[src/rtl/uart_tx_feeder.sv]
// Byte FIFO plus launch FSM that feeds a UART transmitter one byte at a time.
// Optional sticky o_Overflow port is enabled by defining UART_TX_FEEDER_OVF_EN.
module uart_tx_feeder #(
  parameter int DEPTH = 16
) (
  input  logic                     i_Clock,
  input  logic                     i_Rst_L,
  input  logic                     i_Wr_En,
  input  logic [7:0]               i_Wr_Byte,
  output logic                     o_Full,
  output logic                     o_Empty,
  output logic [$clog2(DEPTH):0]   o_Count,
  output logic                     o_TX_DV,
  output logic [7:0]               o_TX_Byte,
  input  logic                     i_TX_Active,
  input  logic                     i_TX_Done
`ifdef UART_TX_FEEDER_OVF_EN
  ,
  output logic                     o_Overflow
`endif
);

  localparam int AW = $clog2(DEPTH);
  localparam int CW = AW + 1;

  typedef enum logic [1:0] {
    S_IDLE      = 2'd0,
    S_LAUNCH    = 2'd1,
    S_WAIT_DONE = 2'd2
  } state_e;

  logic [7:0]    mem_q [DEPTH];
  logic [AW-1:0] wr_ptr_q, wr_ptr_d;
  logic [AW-1:0] rd_ptr_q, rd_ptr_d;
  logic [CW-1:0] count_q, count_d;
  logic          full_q, empty_q;
  state_e        state_q;
  logic          tx_dv_q;
  logic [7:0]    tx_byte_q;
  logic          wr_accept;
  logic          pop;

  // Acceptance looks only at the pre-edge full flag, so a write while full
  // is dropped even when a pop frees a slot on the same edge.
  always_comb begin
    wr_accept = i_Wr_En && !full_q;
    pop       = (state_q == S_IDLE) && !empty_q && !i_TX_Active && !i_TX_Done;
    wr_ptr_d  = wr_accept ? wr_ptr_q + AW'(1) : wr_ptr_q;
    rd_ptr_d  = pop ? rd_ptr_q + AW'(1) : rd_ptr_q;
    count_d   = count_q + CW'(wr_accept) - CW'(pop);
  end

  // NOTE: storage has no reset; clearing pointers and count already discards
  // every queued byte, and a reset-free array maps onto plain RAM.
  always_ff @(posedge i_Clock) begin
    if (wr_accept) mem_q[wr_ptr_q] <= i_Wr_Byte;
  end

  // NOTE: all sequential state uses non-blocking assignments so every
  // register samples pre-edge values regardless of block ordering.
  always_ff @(posedge i_Clock or negedge i_Rst_L) begin
    if (!i_Rst_L) begin
      wr_ptr_q <= '0;
      rd_ptr_q <= '0;
      count_q  <= '0;
      full_q   <= 1'b0;
      empty_q  <= 1'b1;
    end else begin
      wr_ptr_q <= wr_ptr_d;
      rd_ptr_q <= rd_ptr_d;
      count_q  <= count_d;
      full_q   <= (count_d == CW'(DEPTH));
      empty_q  <= (count_d == '0);
    end
  end

  always_ff @(posedge i_Clock or negedge i_Rst_L) begin
    if (!i_Rst_L) begin
      state_q   <= S_IDLE;
      tx_dv_q   <= 1'b0;
      tx_byte_q <= 8'h00;
    end else begin
      case (state_q)
        S_IDLE: begin
          if (pop) begin
            tx_byte_q <= mem_q[rd_ptr_q];
            tx_dv_q   <= 1'b1;
            state_q   <= S_LAUNCH;
          end
        end
        S_LAUNCH: begin
          if (i_TX_Active) begin
            tx_dv_q <= 1'b0;
            state_q <= S_WAIT_DONE;
          end
        end
        S_WAIT_DONE: begin
          if (i_TX_Done) state_q <= S_IDLE;
        end
        default: begin
          tx_dv_q <= 1'b0;
          state_q <= S_IDLE;
        end
      endcase
    end
  end

`ifdef UART_TX_FEEDER_OVF_EN
  logic overflow_q;

  always_ff @(posedge i_Clock or negedge i_Rst_L) begin
    if (!i_Rst_L)                overflow_q <= 1'b0;
    else if (i_Wr_En && full_q)  overflow_q <= 1'b1;
  end

  assign o_Overflow = overflow_q;
`endif

  assign o_Full    = full_q;
  assign o_Empty   = empty_q;
  assign o_Count   = count_q;
  assign o_TX_DV   = tx_dv_q;
  assign o_TX_Byte = tx_byte_q;

endmodule

[config.mk]
export PLATFORM = sky130hd
export DESIGN_NAME = uart_tx_feeder
export DESIGN_NICKNAME = d
export VERILOG_FILES = /design/src/rtl/uart_tx_feeder.sv
export SDC_FILE = /design/constraint.sdc
export NUM_CORES = 1
export LEC_CHECK = 0
export CORE_MARGIN = 2
export CORE_UTILIZATION = 35
export CTS_CLUSTER_DIAMETER = 150
export DETAILED_ROUTE_END_ITERATION = 16
export MAX_ROUTING_LAYER = met4
export PLACE_DENSITY_LB_ADDON = 0.25
export SYNTH_ARGS = -nofsm -noshare
export SYNTH_HDL_FRONTEND = slang
export SYNTH_SLANG_ARGS = --single-unit
[constraint.sdc]
create_clock -name i_Clock -period 6 [get_ports i_Clock]
set_input_delay 1.5 -clock i_Clock [delete_from_list [all_inputs] [get_ports i_Clock]]
set_output_delay 1.5 -clock i_Clock [all_outputs]
set_load 0.02 [all_outputs]
# After elaboration in Yosys (flattened, before gate mapping)
# Memories as Yosys holds them, arrays and structs flattened. A register that Yosys moved wholly into a read port is not among the register bits.
# Cells that the tools add are included.
[classes]
addsub = 4
multipliers = 0
div_mod_pow = 0
n_lt_le_gt_ge = 0
n_eq_ne = 6
shift = 0
mux = 9
bitwise_logic = 1
n_reduce_logical = 14
[op_table]
columns = ["cell", "count"]
rows = [
  ["$add 4x1->4 const B", 2],
  ["$mux 2", 3],
  ["$ne 2x2->1 const B", 3],
  ["$pmux 2 s3", 1],
  ["$reduce_and 3->1", 2],
  ["$add 5x1->5", 1],
  ["$eq 5x5->1 const B", 1],
  ["$logic_not 1->1", 5],
  ["$logic_not 5->1", 1],
  ["$sub 5x1->5", 1],
  ["$logic_and 1x1->1", 4],
  ["$mux 1", 4],
  ["$pmux 1 s3", 1],
  ["$eq 2x1->1 const B", 1],
  ["$eq 2x2->1 const B", 1],
  ["$logic_not 2->1", 1],
  ["$reduce_and 2->1", 1],
  ["$not 1->1", 1],
]
[totals]
regBits = 18
latch_bits = 0
ram_bits = 128
mem_bits_ro = 0
inputBits = 13
output_inout_bits = 16
word_cells = 42
mem_count = 1
[mem_list]
columns = ["memory", "words", "word_bits", "rd", "rd_clocked_by_memory_dff", "wr", "line_no", "text"]
rows = [
  ["mem_q", 16, 8, 1, 1, 1, "32", "logic [7:0] mem_q [DEPTH];"],
]

# Logic depth before layout (Yosys ltp)
# Gate-level depths: netlist of run 1.
[logic_depth]
ltp_word = 6
ltp_mapped = 11
depth_no_buf = 11

# Worst setup path before layout of run 1
# No wires, ideal clock.
[synth_timing]
path_kind = "input to register"
startpoint = "in i_Wr_En"
endpoint = "reg full_q (netlist: o_Full)"
setup_ps = 88
arrival_ps = 3483
t_required_ps = 5912
slack_ps = 2429
path_stages = 10
n_path_buf = 1
path_cell_list = "nor2b_1 > clkbuf_1 > inv_1 > ha_1 > inv_1 > ha_1 > fa_1 > xor2_1 > or3_1 > nor3b_1"
[synth_between]
elab_chain_len = 4
[synth_lines]
columns = ["item", "line_no", "text"]
rows = [
  ["start, declared", "8", "input logic i_Wr_En,"],
  ["$logic_and 1x1->1", "46", "wr_accept = i_Wr_En && !full_q;"],
  ["$add 5x1->5", "50", "count_d = count_q + CW'(wr_accept) - CW'(pop);"],
  ["$sub 5x1->5", "50", ""],
  ["net count_d[2]", "35", "logic [CW-1:0] count_q, count_d;"],
  ["$eq 5x5->1", "72", "full_q <= (count_d == CW'(DEPTH));"],
  ["end signal, assigned", "72", ""],
  ["end, declared", "36", "logic full_q, empty_q;"],
]
# The timed path passes the listed nets, and every way through them passes these cells.
# A chain may end at the register's enable or synchronous reset.

# Worst setup path in the final report of run 1
# Same ends and word-level chain as after synthesis.

==> impl_metrics.csv, run 1 <==
group,metric,value,unit
yosys,postSynth.asyncResetShare,0.169,
timing,hold_viol_final,0,
floorplan,core-area,17400,sq um
clock_network,clockBufferDepth,2,
timing,finClkSkew,0.00505,ns
global_route,grt_pass1_wl,17900,um
clock_network,cts_tree,"built",
routing,route.detailed.drc,0,
place,port_buffers,28,
yosys,syn_nets,352,
place,dp_slack,1.69,ns
global_route,antenna_found_initial,0,
floorplan,die_x,137,um
routing,vias_per_cell,4.89,
timing,slew_violations,0,
place,place_congestion,0.759,
routing,antenna_left,0,
global_route,grt_pass1_vias,3013,
routing,wl_per_cell,19.4,um
routing,num_vias,2950,
yosys,synth_seq_cells,154,
timing,fin_crit,3.91,ns
floorplan,die_height,137,um
timing,setup_viol,0,
cells_and_area,fin_nets,390,
yosys,synth_cells,328,
timing,worst_pin_slew,0.658,ns
critical_path,critPathCaptureType,"flop",
clock_network,ctsHoldBuffers,0,
yosys,synth_cell_types,37,
critical_path,critPathTopFamily,"adder cells",
power_and_ir_drop,ir_drop,224,uV
power_and_ir_drop,total_power,3.59,mW
power_and_ir_drop,leakage,2.51,nW
critical_path,crit_fanout,8,
timing,fin_crit_sh,0.652,
critical_path,critPathKind,"primary input to flop",
clock_network,root_buffer,"clkbuf_16",
critical_path,cp.arrival,4.24,ns
clock_network,cts_sinks,154,
critical_path,critPathRequiredTime,6.33,ns
power_and_ir_drop,power_density,494,nW/um^2
run,cap_viol_max_count,0,
yosys,yosysSeqAreaShare,0.722,
timing,rsz0062_at_grt,"false",
clock_network,clk_latency,0.41,ns
outcome,status,"complete, no violations",
yosys,synth_edf_count,128,
timing,fmax,256,MHz
global_route,grt_usage,0.141,
critical_path,critPathMaxStageDelay,0.45,ns
yosys,synth_ff_type,"edfxtp_1",
floorplan,initial_core_util,0.359,
place,post-place-cells,572,
cells_and_area,instances_no_fill,603,
yosys,synth_area,6230,sq um
floorplan,dieArea,18900,sq um
clock_network,post_cts_buffers,0,
critical_path,slowest_stage,"clkdlybuf4s50_1",
critical_path,path_cells,"clkdlybuf4s50_1 -> nor2b_1 -> inv_1 -> ha_1 -> inv_1 -> ha_1 -> fa_1 -> a21o_1 -> a21oi_1 -> xnor2_1 -> nor3b_1",
timing,setup_tns,0,ns
clock_network,cts_max_level,4,
hold_path,hp-class,"flop to flop",
routing,routed_wl,11700,um
timing,final.setup.worst_slack,2.09,ns
global_route,grt_overflow_total,0,
yosys,yosysWarningCount,0,
critical_path,startpoint_type,"primary input",
cells_and_area,n_antenna_cell,0,
timing,fin_hold_ws,0.476,ns
cells_and_area,drive_gt1_frac,0.177,
floorplan,rows,48,
routing,dr.pass1.iters,4,
timing,slew_headroom,0.561,
floorplan,io-pin-count,29,
critical_path,critPathBufInv,3,
place,hpwl,7290,um
clock_network,cts_inserted_buffers,17,
clock_network,path_clk_slew,0.06,ns
global_route,grt_max_degree,33,
yosys,avgSynthCellArea,19.0,sq um
clock_network,ctsResizeCount,0,
routing,drt-initial-drc-count,231,
cells_and_area,layout-area-overhead-vs-synth,16.6,%
==> synth_stat cells, types with 3 or more instances <==
library cell / number / area share
edfxtp_1: 128 / 0.62
mux4_2: 30 / 0.11
dfrtp_1: 25 / 0.10
nand2_1: 22 / 0.013
and2_1: 18 / 0.018
ha_1: 10 / 0.020
inv_1: 9 / 0.0054
mux2i_1: 8 / 0.013
xnor2_1: 8 / 0.011
nor2b_1: 6 / 0.0060
nand2b_1: 5 / 0.0050
o31ai_1: 5 / 0.0060
and3_1: 4 / 0.0040
buf_2: 4 / 0.0032
buf_6: 4 / 0.0072
a211oi_1: 3 / 0.0036
mux2_2: 3 / 0.0054
nor2_1: 3 / 0.0018
o21ai_0: 3 / 0.0024
o21ai_1: 3 / 0.0024
==> cells by family after synthesis <==
kind of cell | after synthesis | share of synthesized area
simple gates | 67 | 0.0573
compound gates | 20 | 0.0225
xor+xnor | 10 | 0.0141
mux | 43 | 0.135
flops | 154 | 0.722
buf+inv | 23 | 0.0259
fa+ha+maj | 11 | 0.0233
==> registers in the layout, indices dropped and copies added (netlist names), 2 cells and up <==
| signal | cells |
|---|---|
| o_Count | 5 |
| mem_q | 128 |
| o_TX_Byte | 8 |
| wr_ptr_q | 4 |
| rd_ptr_q | 4 |
| state_q | 2 |
==> through the flow <==
step / area, sq um / util
after floorplan: 6230 / -
final: 7260 / 0.419
after CTS: 7260 / 0.419
after detailed placement: 6700 / 0.386
after global placement: 6700 / 0.386
after global routing: 7260 / 0.419
==> report_power, final <==
group,leakage [nW],total (mW),internal (mW),switching (mW)
combinational,0.760,1.10,0.528,0.567
sequential,1.47,1.47,1.35,0.117
clock,0.280,1.02,0.639,0.385
total,2.51,3.59,2.52,1.07
==> per-layer routing <==
layer | part of all wire | global-route usage
met5 | 0 | -
met4 | 0.0097 | 0.0521
met3 | 0.034 | 0.0405
met2 | 0.49 | 0.215
met1 | 0.46 | 0.181
==> worst register-to-register path: cells and delay by family, from the launching register on <==
| family | cells | cell delay (ns) |
|---|---|---|
| fa+ha+maj | 3 | 0.89 |
| xor+xnor | 1 | 0.18 |
| buf+inv | 3 | 0.41 |
| compound gates | 2 | 0.37 |
| simple gates | 2 | 0.30 |
| flops | 1 | 0.53 |
==> placed cells by master (no fill, tap or decap), types with 3 or more instances in the layout <==
| master | netlist | routed |
|---|---|---|
| edfxtp_1 | 128 | 128 |
| mux4_2 | 30 | 30 |
| clkdlybuf4s50_1 | 0 | 28 |
| dfrtp_1 | 25 | 24 |
| nand2_1 | 22 | 22 |
| and2_1 | 18 | 18 |
| clkbuf_16 | 0 | 17 |
| ha_1 | 10 | 10 |
| inv_1 | 9 | 9 |
| xnor2_1 | 8 | 8 |
| mux2i_1 | 8 | 8 |
| nor2b_1 | 6 | 6 |
| nand2b_1 | 5 | 5 |
| o31ai_1 | 5 | 5 |
| clkinv_1 | 0 | 5 |
| clkinv_2 | 0 | 5 |
| buf_4 | 2 | 5 |
| and3_1 | 4 | 4 |
| nor2_1 | 3 | 3 |
| mux2_2 | 3 | 3 |
| o21ai_1 | 3 | 3 |
| a211oi_1 | 3 | 3 |
| o21ai_0 | 3 | 3 |
| bufinv_16 | 0 | 3 |
==> final timing paths <==
kind | start | end | slack, ns | cells after the start
max in group asynchronous | i_Rst_L | o_Empty | 4.24 | 2
min in group asynchronous | i_Rst_L | state_q[1] | 1.46 | 2
worst min-delay path | o_TX_DV | o_TX_DV | 0.48 | 2
worst max-delay path | i_Wr_En | o_Full | 2.09 | 11
worst max register to register | o_Empty | o_Full | 3.22 | 11
worst min register to register | o_TX_DV | o_TX_DV | 0.48 | 2
==> layout make-up <==
class	count	area [sq um]
fill	1509	10100
sequential	154	4500
multi-input combinational	151	1570
clock buffer	18	429
timing repair buffer	33	318
tap	225	282
clock inverter	13	134
inverter	9	33.8
(Power assumes the default switching activity.)
==> run 2, diff against run 1 <==
==> constraint.sdc (replaced) <==
create_clock -name i_Clock -period 3.7 [get_ports i_Clock]
set_input_delay 0.925 -clock i_Clock [delete_from_list [all_inputs] [get_ports i_Clock]]
set_output_delay 0.925 -clock i_Clock [all_outputs]
set_load 0.02 [all_outputs]
==> run 2 against run 1 <==
Via count is 1.0% higher. Clock-buffer cell count unchanged. Total power grew 64%. Sequential power is 68% higher. Register-to-register slack worse by 2.1 ns. Clock skew grew 0.0011 ns. Final cell count rose by 0.66%. First-iteration DRC count fell by 3.9%. Setup slack worse by 1.4 ns. Die area is the same. Sequential cell count is the same. Critical path type unchanged.
==> impl_metrics.csv, run 2 (synthesis gave the netlist of run 1 again) <==
group,metric,value,unit
floorplan,dieArea,18900,sq um
clock_network,post_cts_buffers,0,
timing,finClkSkew,0.00618,ns
timing,rsz0062_at_grt,"false",
cells_and_area,n_antenna_cell,0,
critical_path,rr_worst_depth,11,
timing,slew_headroom,0.310,
clock_network,ctsResizeCount,0,
timing,fin_crit_sh,0.820,
place,dp_slack,0.210,ns
routing,dr.pass1.iters,4,
global_route,grt_pass1_wl,18700,um
hold_path,min_path_cells,2,
global_route,grt_max_degree,27,
outcome,status,"complete, no violations",
routing,route.detailed.drc,0,
critical_path,crit_fanout,4,
clock_network,cts_sinks,154,
routing,wl_per_cell,20.2,um
clock_network,cts_max_level,4,
cells_and_area,layout-area-overhead-vs-synth,17.2,%
power_and_ir_drop,leakage,2.53,nW
floorplan,core-area,17400,sq um
clock_network,cts_tree,"built",
clock_network,ctsHoldBuffers,0,
run,cap_viol_max_count,0,
cells_and_area,final_area,7300,sq um
routing,antenna_left,0,
power_and_ir_drop,total_power,5.88,mW
place,place_area,6740,sq um
routing,drt-initial-drc-count,222,
routing,routed_wl,12200,um
cells_and_area,top_register,"mem_q",
floorplan,die_x,137,um
routing,vias_per_cell,4.91,
critical_path,critPathRequiredTime,4.04,ns
floorplan,rows,48,
power_and_ir_drop,power_density,805,nW/um^2
timing,setup_viol,0,
hold_path,hp-class,"flop to flop",
critical_path,startpoint_type,"primary input",
timing,fin_crit,3.03,ns
timing,final.setup.worst_slack,0.665,ns
routing,num_vias,2980,
floorplan,io-pin-count,29,
critical_path,critPathKind,"primary input to flop",
cells_and_area,layout_common_cells,"edfxtp_1, mux4_2, clkdlybuf4s50_1",
critical_path,critPathCaptureType,"flop",
global_route,grt_pass1_vias,3105,
cells_and_area,largest_register_ffs,128,
cells_and_area,fin_nets,393,
floorplan,initial_core_util,0.359,
clock_network,root_buffer,"clkbuf_16",
timing,slew_violations,0,
power_and_ir_drop,ir_drop,418,uV
timing,hold_viol_final,0,
clock_network,path_clk_slew,0.06,ns
timing,fmax,330,MHz
clock_network,cts_inserted_buffers,17,
critical_path,cp.arrival,3.38,ns
floorplan,die_height,137,um
global_route,antenna_found_initial,0,
timing,setup_tns,0,ns
cells_and_area,num-fill-cells,1522,
clock_network,clockBufferDepth,2,
global_route,grt_usage,0.148,
cells_and_area,drive_gt1_frac,0.196,
place,place_congestion,0.792,
cells_and_area,final_common_cell,"edfxtp_1",
place,hpwl,7750,um
clock_network,clk_latency,0.43,ns
timing,worst_pin_slew,1.04,ns
cells_and_area,fin_util,0.420,
global_route,grt_overflow_total,0,
place,port_buffers,28,
run 2: cell count changes in the layout (fill, tap and decap cells not counted), sizes merged:
| cell | before | now |
|---|---|---|
| buf | 5 | 8 |
| clkinvlp | 0 | 2 |
| bufinv | 3 | 2 |
run 2: worst paths after layout:
kind                              from     endpoint  slack, ns
max                        i_TX_Active       o_Full       0.67
min                            o_TX_DV      o_TX_DV       0.47
max reg2reg                 state_q[0]       o_Full       1.13
min reg2reg                    o_TX_DV      o_TX_DV       0.47
max in group asynchronous      i_Rst_L  rd_ptr_q[0]       2.49
min in group asynchronous      i_Rst_L   o_Count[4]       0.89
run 2: power by group:
part	internal, mW	switching, mW	leakage (nW)
Clock	0.981	0.685	0.276
Combinational	0.892	0.845	0.779
Sequential	2.19	0.285	1.47
run 2: stage by stage:
step	std cells	hold slack, ns
floorplan	328	0.493
global placement	575	0.464
detailed placement	575	0.464
CTS	607	0.479
global route	607	0.493
finish	607	0.473
run 2: critical path, cell delays in order:
cell and delay [ns]:
clkdlybuf4s50_1 0.53, nor4_1 0.06, nand2b_1 0.10, inv_1 0.09
ha_1 0.28, inv_1 0.04, ha_1 0.20, fa_1 0.42
a21o_1 0.18, a21oi_1 0.18, xnor2_1 0.18, nor3b_1 0.22
run 2: layout make-up:
cell class,instances,area [sq um],area share
Inverter,9,33.8,0.00463
Timing Repair Buffer,36,353,0.0484
Tap cell,225,282,0.0386
Multi-Input combinational cell,151,1570,0.215
Clock inverter,14,131,0.0180
Sequential cell,154,4500,0.616
Clock buffer,18,429,0.0588
run 2: per-layer routing:
layer,GRT usage,vias to the layer above,part of all wire
li1,-,1359,-
met1,0.189,1562,0.48
met2,0.226,43,0.48
met3,0.0320,16,0.024
met4,0.0722,0,0.020
met5,-,-,0
==> run 3, diff against run 2 <==
==> constraint.sdc (replaced) <==
create_clock -name i_Clock -period 3 [get_ports i_Clock]
set_input_delay 0.75 -clock i_Clock [delete_from_list [all_inputs] [get_ports i_Clock]]
set_output_delay 0.75 -clock i_Clock [all_outputs]
set_load 0.02 [all_outputs]
==> run 3 against run 2 <==
Sequential cell count did not move. Wire length rose by 0.86%. Core utilization rose by 1.1 points. Total power rose by 27%. Clock skew rose by 0.0034 ns. Clock power rose by 29%. Final cell count rose by 3.3%.
==> impl_metrics.csv, run 3 (synthesis gave the netlist of run 1 again) <==
group,metric,value,unit
outcome,status,"complete, no violations",
critical_path,critPathKind,"primary input to flop",
critical_path,path_cells,"clkdlybuf4s50_1 -> nor4_2 -> nand2b_1 -> inv_1 -> ha_1 -> inv_1 -> ha_1 -> fa_1 -> or3_1 -> nor3b_2",
routing,wl_per_cell,19.7,um
cells_and_area,drive_gt1_frac,0.234,
cells_and_area,final_area,7500,sq um
global_route,met1_usage,0.190,
place,dp_slack,-0.373,ns
floorplan,dieArea,18900,sq um
critical_path,crit_fanout,2,
timing,fin_crit,2.84,ns
clock_network,path_clk_slew,0.06,ns
critical_path,critPathMaxStageDelay,0.44,ns
critical_path,rrSetupSlack,0.46,ns
critical_path,reg2reg_to,"o_Full",
timing,setup_viol,0,
timing,slew_headroom,0.551,
routing,routed_wl,12300,um
cells_and_area,num-fill-cells,1504,
timing,slew_violations,0,
place,hpwl,8040,um
place,place_area,6890,sq um
place,port_buffers,28,
clock_network,clockBufferDepth,2,
hold_path,min-delay-start,"o_TX_DV",
power_and_ir_drop,ir_drop,449,uV
cells_and_area,fin_nets,413,
critical_path,crit_start,"i_TX_Done",
routing,drt-initial-drc-count,181,
critical_path,critPathTopFamily,"simple AND/OR/NAND/NOR gates",
global_route,grt_max_degree,24,
timing,worst_pin_slew,0.673,ns
floorplan,initial_core_util,0.359,
cells_and_area,largest_register_ffs,128,
clock_network,root_buffer,"clkbuf_16",
timing,final.setup.worst_slack,0.162,ns
clock_network,cts_max_level,4,
global_route,use_met2,0.229,
critical_path,critPathCaptureType,"flop",
critical_path,startpoint_type,"primary input",
critical_path,slowest_stage,"clkdlybuf4s50_1",
critical_path,r2r-start,"state_q[0]",
critical_path,path_depth,10,
routing,vias_per_cell,4.91,
routing,antenna_left,0,
power_and_ir_drop,power_density,993,nW/um^2
routing,route.detailed.drc,0,
timing,hold_viol_final,0,
global_route,grt_pass1_wl,19400,um
critical_path,critPathBufInv,3,
clock_network,ctsHoldBuffers,0,
critical_path,worstSetupEndpoint,"o_Full",
clock_network,cts_sinks,154,
timing,finClkSkew,0.00958,ns
clock_network,cts_tree,"built",
global_route,grt_overflow_total,0,
critical_path,critPathRequiredTime,3.33,ns
global_route,top_usage_layer,"met2",
timing,setup_tns,0,ns
timing,fin_crit_sh,0.946,
cells_and_area,layout-area-overhead-vs-synth,20.3,%
clock_network,clk_latency,0.42,ns
cells_and_area,n_antenna_cell,0,
routing,num_vias,3079,
global_route,grt_pass1_vias,3314,
routing,dr.pass1.iters,4,
place,place_congestion,0.755,
floorplan,die_x,137,um
timing,fmax,352,MHz
global_route,antenna_found_initial,0,
timing,fin_hold_ws,0.477,ns
hold_path,hp-class,"flop to flop",
cells_and_area,final_common_cell,"edfxtp_1",
floorplan,die_height,137,um
cells_and_area,fin_util,0.432,
global_route,grt_use_met3,0.0460,
clock_network,cts_inserted_buffers,17,
power_and_ir_drop,leakage,2.65,nW
floorplan,core-area,17400,sq um
cells_and_area,top_register,"mem_q",
run,cap_viol_max_count,0,
critical_path,rr_worst_depth,9,
global_route,grt_usage,0.149,
floorplan,io-pin-count,29,
cells_and_area,layout_common_cells,"edfxtp_1, mux4_2, clkdlybuf4s50_1",
critical_path,cp.arrival,3.17,ns
floorplan,rows,48,
timing,rsz0062_at_grt,"false",
==> run 3: cell types whose count changed in the layout (fill, tap and decap cells not counted), sizes merged <==
| cell | previous run | this run |
|---|---|---|
| buf | 8 | 28 |
| bufinv | 2 | 3 |
| clkbuf | 18 | 23 |
| clkinv | 10 | 5 |
| clkinvlp | 2 | 1 |
==> run 3: cell type report <==
type                    count  area [sq um]  share of cell area
inverters                   9          33.8             0.00451
clock inverters             9           120              0.0160
repair buffers             56           503              0.0671
multi-input cells         151          1580               0.211
clock buffers              23           478              0.0638
flip-flops and latches    154          4500               0.600
well taps                 225           282              0.0376
==> run 3: worst min-delay path by stage <==
stage / endpoint / slack (ns) / depth (start not counted)
floorplan: o_Count[0] / 0.45 / 0
global placement: o_TX_DV / 0.46 / 2
detailed placement: o_TX_DV / 0.47 / 2
CTS: o_TX_DV / 0.48 / 2
global route: o_TX_DV / 0.50 / 2
finish: o_TX_DV / 0.48 / 2
==> run 3: tightest hold or removal path, stage by stage, from the launching register on <==
cell,delay [ns]
dfrtp_1,0.34
nand2_1,0.05
nand2_1,0.05
==> run 3: through the flow <==
stage	total power, mW	instances
2_1_floorplan	4.59	328
3_5_place_dp	5.37	595
3_3_place_gp	5.31	595
6_report	7.44	627
5_1_grt	7.86	627
4_1_cts	7.54	627
==> run 3: power breakdown <==
group	internal, mW	leakage, nW	total, mW	switching, mW
clock	1.36	0.292	2.16	0.794
sequential	2.70	1.47	2.97	0.271
combinational	1.17	0.886	2.32	1.15
==> run 3: timing repair <==
action,in CTS,in global routing
hold endpoints to repair,0,0
resized for setup,0,2
endpoints found under the setup margin,0,1
setup buffers,0,0
==> run 3: per-layer routing <==
metal | wire length [um] | vias up | share of wire
met5 | 0 | - | 0
li1 | - | 1396 | -
met4 | 77 | 0 | 0.0062
met3 | 733 | 8 | 0.059
met2 | 6110 | 76 | 0.49
met1 | 5430 | 1599 | 0.44
